**config.mk**
```make
export PLATFORM = sky130hd
export DESIGN_NAME = serial_sub_ctrl
export DESIGN_NICKNAME = d
export VERILOG_FILES = /design/src/rtl/serial_sub_ctrl.sv
export SDC_FILE = /design/constraint.sdc
export NUM_CORES = 1
export LEC_CHECK = 0
export ABC_AREA = 1
export ABC_CLOCK_PERIOD_IN_PS = 1500
export CORE_MARGIN = 1
export CORE_UTILIZATION = 51
export CTS_CLUSTER_DIAMETER = 200
export CTS_CLUSTER_SIZE = 20
export DETAILED_ROUTE_END_ITERATION = 12
export GPL_ROUTABILITY_DRIVEN = 1
export PLACE_DENSITY = 0.77
export REMOVE_ABC_BUFFERS = 1
export SYNTH_ARGS = -nofsm -noshare
export SYNTH_HDL_FRONTEND = slang
export SYNTH_SLANG_ARGS = --single-unit
export TNS_END_PERCENT = 20
```
**constraint.sdc**
```tcl
create_clock -name clk -period 1.5 [get_ports clk]
set_input_delay 0.225 -clock clk [delete_from_list [all_inputs] [get_ports clk]]
set_output_delay 0.225 -clock clk [all_outputs]
set_load 0.01 [all_outputs]
```
**src/rtl/serial_sub_ctrl.sv**
```systemverilog
// rtl/serial_sub_ctrl.sv - bit-serial subtractor controller driving one full-subtract cell
module serial_sub_ctrl #(
    parameter int WIDTH = 8
) (
    input  logic             clk,
    input  logic             rst_n,
    input  logic             start,
    input  logic [WIDTH-1:0] a,
    input  logic [WIDTH-1:0] b,
    output logic             busy,
    output logic             done,
    output logic [WIDTH-1:0] dif,
    output logic             bor
);

    localparam int CW = (WIDTH > 1) ? $clog2(WIDTH) : 1;
    localparam logic [CW-1:0] CNT_LAST = CW'(WIDTH - 1);

    typedef enum logic [1:0] {
        IDLE = 2'd0,
        RUN  = 2'd1,
        DONE = 2'd2
    } state_t;

    state_t state, state_nxt;

    logic [WIDTH-1:0] sa;
    logic [WIDTH-1:0] sb;
    logic [WIDTH-1:0] wr;
    logic [CW-1:0]    cnt;
    logic             br;

    logic x, y, bin;
    logic d1, b1, d, b2, bout;
    logic accept;
    logic last_bit;

    // One full-subtract stage built from two half-subtract cells
    always_comb begin
        x    = sa[0];
        y    = sb[0];
        bin  = br;
        d1   = x ^ y;
        b1   = ~x & y;
        d    = d1 ^ bin;
        b2   = ~d1 & bin;
        bout = b1 | b2;
    end

    assign accept   = (state == IDLE) && start;
    assign last_bit = (state == RUN) && (cnt == CNT_LAST);

    // State register
    always_ff @(posedge clk or negedge rst_n) begin
        if (!rst_n) begin
            state <= IDLE;
        end else begin
            state <= state_nxt;
        end
    end

    // Next-state decode
    always_comb begin
        state_nxt = state;
        case (state)
            IDLE:    if (start) state_nxt = RUN;
            RUN:     if (cnt == CNT_LAST) state_nxt = DONE;
            DONE:    state_nxt = IDLE;
            default: state_nxt = IDLE;
        endcase
    end

    // Handshake outputs registered from the next state so they never glitch
    always_ff @(posedge clk or negedge rst_n) begin
        if (!rst_n) begin
            busy <= 1'b0;
            done <= 1'b0;
        end else begin
            busy <= (state_nxt != IDLE);
            done <= (state_nxt == DONE);
        end
    end

    // Operand shifters, work register, borrow chain and bit counter
    always_ff @(posedge clk or negedge rst_n) begin
        if (!rst_n) begin
            sa  <= '0;
            sb  <= '0;
            wr  <= '0;
            br  <= 1'b0;
            cnt <= '0;
        end else if (accept) begin
            sa  <= a;
            sb  <= b;
            wr  <= '0;
            br  <= 1'b0;
            cnt <= '0;
        end else if (state == RUN) begin
            sa  <= {1'b0, sa[WIDTH-1:1]};
            sb  <= {1'b0, sb[WIDTH-1:1]};
            wr  <= {d, wr[WIDTH-1:1]};
            br  <= bout;
            cnt <= cnt + 1'b1;
        end
    end

    // Result registers only move on the last processed bit, holding otherwise
    always_ff @(posedge clk or negedge rst_n) begin
        if (!rst_n) begin
            dif <= '0;
            bor <= 1'b0;
        end else if (last_bit) begin
            dif <= {d, wr[WIDTH-1:1]};
            bor <= bout;
        end
    end

endmodule

```
# ---- After elaboration in Yosys (flattened, before gate mapping)
# Index checks and enable logic that the tools add are counted.
dict set report classes {
  mux 13
  n_reduce_logical 5
  addsub 1
  n_eq_ne 3
  bitwise_logic 7
}
# operator n
set ops {}
lappend ops {{2-to-1 mux 8 bit} 6}
lappend ops {{2-to-1 mux 3 bit} 2}
lappend ops {{2-to-1 mux 2 bit} 2}
lappend ops {{one-hot mux 2 bit (2 select lines)} 1}
lappend ops {{nonzero test 2 bit} 2}
lappend ops {{adder 3 x 1 -> 3 bit, second input constant} 1}
lappend ops {{== test 3 bit, second input constant} 1}
lappend ops {{bitwise AND 1 bit} 2}
lappend ops {{== test 2 x 1 -> 1 bit, second input constant} 1}
lappend ops {{== test 2 bit, second input constant} 1}
lappend ops {{logical AND 1 bit} 2}
lappend ops {{zero test 2 bit} 1}
lappend ops {{2-to-1 mux 1 bit} 2}
lappend ops {{NOT 1 bit} 2}
lappend ops {{XOR 1 bit} 2}
lappend ops {{OR 1 bit} 1}
dict set report totals {
  regBits 41
  input_bits 19
  wordCells 39
  output_inout_bits 11
}

# ---- Logic depth before layout (Yosys ltp)
dict set report depth {
  ltp_word 6
  depth_mapped 7
  depth_no_buf 7
}

# ---- Worst setup path after synthesis
# No wires, ideal clock.
dict set report synth_path {
  path_type {register -> register}
  start {reg cnt[0]}
  end {reg dif[7]}
  synth_period_minus_slack_ps 1242
  n_path_buf 1
  path_slack_ps 258
  required_ps 1383
  t_arrival_ps 1125
  setup_ps 117
  stages_incl_launch_ff 8
  cell_sequence {dfrtp_1 -> ha_1 -> ha_1 -> nand2_1 -> nor2_1 -> buf_4 -> nand2_1 -> nand2_1}
}
dict set report synth_via {
  elab_chain_cells 2
}
# element line_no
set synth_lines {}
lappend synth_lines {{start: declaration} 30} ;# logic [CW-1:0] cnt;
lappend synth_lines {{start signal: assignment} 103} ;# cnt <= cnt + 1'b1;
lappend synth_lines {{== test 3 bit} 51} ;# assign last_bit = (state == RUN) && (cnt == CNT_LAST);
lappend synth_lines {{logical AND 1 bit} 51}
lappend synth_lines {{end signal: assignment} 113} ;# dif <= {d, wr[WIDTH-1:1]};
lappend synth_lines {{end: declaration} 12} ;# output logic [WIDTH-1:0] dif,
# Every way passes these cells.
# A chain may end at the register's enable or synchronous reset.

# ---- Final worst setup path
dict set report layout_path {
  start {reg busy}
  end {out busy}
}
# element line_no
set layout_rtl {}
lappend layout_rtl {{start: declaration} 10} ;# output logic busy,
lappend layout_rtl {{start signal: assignment} 79} ;# busy <= (state_nxt != IDLE);
# No word-level cell between the ends.

==> results.md <==
* core footprint: 3130 µm²
* 1st-pass router iterations: 4
* share of layout cells above drive strength 1: 10.6%
* cells on worst reg2reg path: 7
* total wirelength of the detailed-routed design: 3.31 mm
* Post-Route Utilization: 68.7%
* CP arrival: 1220 ps
* compound-cell area share of the yosys netlist: 1.01%
* switching share of total power: 39.3%
* Layout Skew: 6.16 ps
* unrepaired setup endpoints after global routing: false
* Final Cell Area: 2150 µm²
* Placed Area: 2070 µm²
* wire length per cell after detailed routing: 12.2 µm
* DPL Wire Length: 2.36 mm
* Setup Total Neg Slack: 0 ps
* Max Buffers Root-to-Sink: 2
* antenna fix cells: 0
* Leakage: 1.18 nW
* Net Sw Power: 0.00155 W
* number of rows in the core area: 20
* FFs w/ async S/R, synth: 100%
* final layout net count: 248
* Buf/Inv on CP: 1
* cell count after placement: 262
* area of the mapped netlist: 1730 µm²
* Seq cells post-synth: 40
* multiplexer share of the synthesized area: 0%
* Cell variety after synth: 17
* number of violations of the max-capacitance limit: 0
* total DRC errors in the routed layout: 0
* syn_area_per_cell: 9.10 µm²
* maximum vdd drop: 973 µV
* clock latency on the worst-skew pair: 350 ps
* fraction of power consumed by combinational cells: 40.9%
* number of enable flip-flop cells after synthesis: 0
* largest family of logic cells by synthesized area: simple AND/OR/NAND/NOR gates
* Port Buf Inserts: 29
* non-filler cells, final: 271
* # IOs: 30
* endpoint class of the critical path: output pin
* Mapped Cells: 190
* leading post-synthesis cells by instance count: nand2_1 (66), nand3_1 (54), dfrtp_1 (40)
* slew at the pin with the worst max-slew slack: 526 ps
* global-route wire length before repair: 5.54 mm
* count of final setup violators: 0
* pre-CTS worst setup slack: 147 ps
* destination of the worst register-to-register timing path: dif[5]$_DFFE_PN0P_
* cell types with the largest area share after synthesis: dfrtp_1 (58%), nand3_1 (16%), nand2_1 (14%)
* area fraction of the dominant cell type after synthesis: 57.9%
* fraction of synthesized cell area in xor and xnor cells: 0%
* worst-path cell with the longest stage delay: clkdlybuf4s50_1
* starting utilization of the core area: 55.3%
* Setup Fix Bufs, Post-CTS: 0
* die outline height: 60.2 µm
* fraction of the cycle the final worst path needs: 96.5%
* total CTS buffers: 5
* Worst Slack Setup Final: 53.0 ps
* Worst R2R Setup Slack: 150 ps
* clock edge transition at the registers on the reported setup and hold paths: 120 ps
* data required time at the worst endpoint: 1270 ps
* global routing usage summed across all routing layers: 20.9%
* die extent in x: 60.2 µm
* power density cells: 1840 nW/µm²
* H-tree depth: 2
* vias in the first global route: 1359
* top_reg_cell synth: dfrtp_1
* overall overflow remaining after global route: 0
* detailed router's first-iteration violation count: 29
* clock tree from TritonCTS: yes
* FF-to-FF Start: cnt[0]$_DFFE_PN0P_
* initial antenna violation count: 0
* cell class contributing the biggest share of worst-path delay: buffers and inverters
* type of the setup path with the least slack: flop to output pin
* slowest stage delay, CP: 530 ps
* critical path startpoint: busy$_DFF_PN0_
* post-synthesis share of cell area spent on and, or, nand and nor gates: 32.2%
* Vias: 1402
* CP Cell Sequence: clkdlybuf4s50_1
* part of the total power dissipated in the clock network: 13.6%
* number of warnings issued by yosys: 0
* min Tclk post-route: 1450 ps
* dominant cell by count in the synthesized netlist: nand2_1
* RD Place Congestion: 0.776
* overall die area: 3630 µm²
* worst relative slew slack: 64.8%
* timing endpoint of the critical path: busy
* clock net sink count: 40
* largest net degree at the start of global routing: 41
* Final Hold Vio Count: 0
* type of origin of the critical path: flop
* number of nets with antenna violations after routing: 0
* Max Clk Rate: 691 MHz
* share of synthesized area occupied by flip-flops and latches: 57.9%
* drt via density: 5.17
* class of the tightest hold or removal check: input pin to flop
* outcome: completed
* CTS root buf: clkbuf_4
* Adder-Cell Fraction of Synth Area: 2.60%
* largest fanout on the critical path: 1
* part of the total power dissipated in sequential elements: 45.5%
* number of max-slew violations in the final report: 0
* Worst path depth: 1
* synth-to-layout area growth: 24.2%
* cell type with the largest total area after synthesis: dfrtp_1
* internal power: 0.00239 W
-- worst min-delay path by stage --
stage | start | endpoint | slack, ps | cells past startpoint
2_1_floorplan | rst_n | bin$_DFFE_PN0P_ | -70 | 0
3_3_place_gp | rst_n | dif[1]$_DFFE_PN0P_ | 300 | 2
3_5_place_dp | rst_n | dif[2]$_DFFE_PN0P_ | 310 | 2
4_1_cts | a[7] | sa[7]$_DFFE_PN0P_ | 390 | 3
5_1_grt | a[7] | sa[7]$_DFFE_PN0P_ | 400 | 3
6_report | a[7] | sa[7]$_DFFE_PN0P_ | 390 | 3
-- per-stage QoR --
stage               hold WS [ps]  total power (W)
floorplan                  -70.6          0.00271
global placement             301          0.00337
detailed placement           306          0.00348
CTS                          386          0.00400
global route                 404          0.00429
finish                       395          0.00394
-- worst reg2reg max path, stage by stage (launching register included) --
cell and delay [ps]:
dfrtp_1 420, ha_1 200, ha_1 170, nand2_1 100, nor2_1 80, buf_4 170
nand2_1 60, nand2_1 50
-- kinds of logic (layout without fill, tap and decap cells) --
logic type | Yosys count | after routing
flops | 40 | 40
fa+ha+maj | 3 | 3
compound gates | 3 | 3
buf+inv | 17 | 54
simple gates | 127 | 127
-- flip-flops by register name, indices dropped and copies added, names as in the netlist --
signal,flops
wr,7
state,2
cnt,3
bor,1
done,1
busy,1
dif,8
sa,8
bin,1
sb,8
-- layout by cell type (no fill, tap or decap) --
| cell | netlist | routed |
|---|---|---|
| o21ai_0 | 1 | 1 |
| buf_12 | 0 | 1 |
| a21boi_0 | 1 | 1 |
| inv_2 | 2 | 2 |
| nor2_1 | 4 | 4 |
| clkdlybuf4s50_1 | 0 | 19 |
| o21ai_1 | 1 | 1 |
| inv_1 | 4 | 4 |
| dlygate4sd2_1 | 0 | 3 |
| nor2_4 | 1 | 1 |
| clkinv_2 | 0 | 2 |
| buf_4 | 3 | 9 |
| nand3_1 | 54 | 54 |
| ha_1 | 2 | 2 |
| nand2_1 | 66 | 66 |
| dfrtp_1 | 40 | 40 |
| dlygate4sd3_1 | 0 | 1 |
| dlymetal6s2s_1 | 0 | 6 |
| fa_1 | 1 | 1 |
| nand2_2 | 2 | 2 |
| clkinv_4 | 0 | 1 |
| clkbuf_4 | 0 | 5 |
| buf_2 | 3 | 1 |
-- power groups by stage --
stage / combinational, W / clock, W / sequential [W]
after global placement: 0.00158 / 0 / 0.00180
after global routing: 0.00185 / 0.000588 / 0.00185
final: 0.00162 / 0.000535 / 0.00179
after CTS: 0.00165 / 0.000552 / 0.00180
after floorplan: 0.000909 / 0 / 0.00180
after detailed placement: 0.00166 / 0 / 0.00182
-- routing by layer --
layer	up-vias	wire, µm	track usage, %
met5	-	0	0
met4	0	45	8.97
met3	5	150	3.90
met2	37	1740	38.8
met1	672	1370	23.0
li1	688	-	-
-- timing repair --
action | 4_1_cts | 5_1_grt
cloned | 0 | 0
endpoints found under the setup margin | 3 | 6
hold buffers | 1 | 0
hold endpoints to repair | 40 | 0
resized for setup | 3 | 6
-- cell type report --
type                    instances  area (µm²)
multi-input cells             133         619
well taps                      44        55.1
clock buffers                   5        37.5
flip-flops and latches         40        1000
repair buffers                 40         394
fillers                       263         980
inverters                       6        22.5
clock inverters                 3        18.8
No activity file was read; power rests on OpenSTA's default activity.
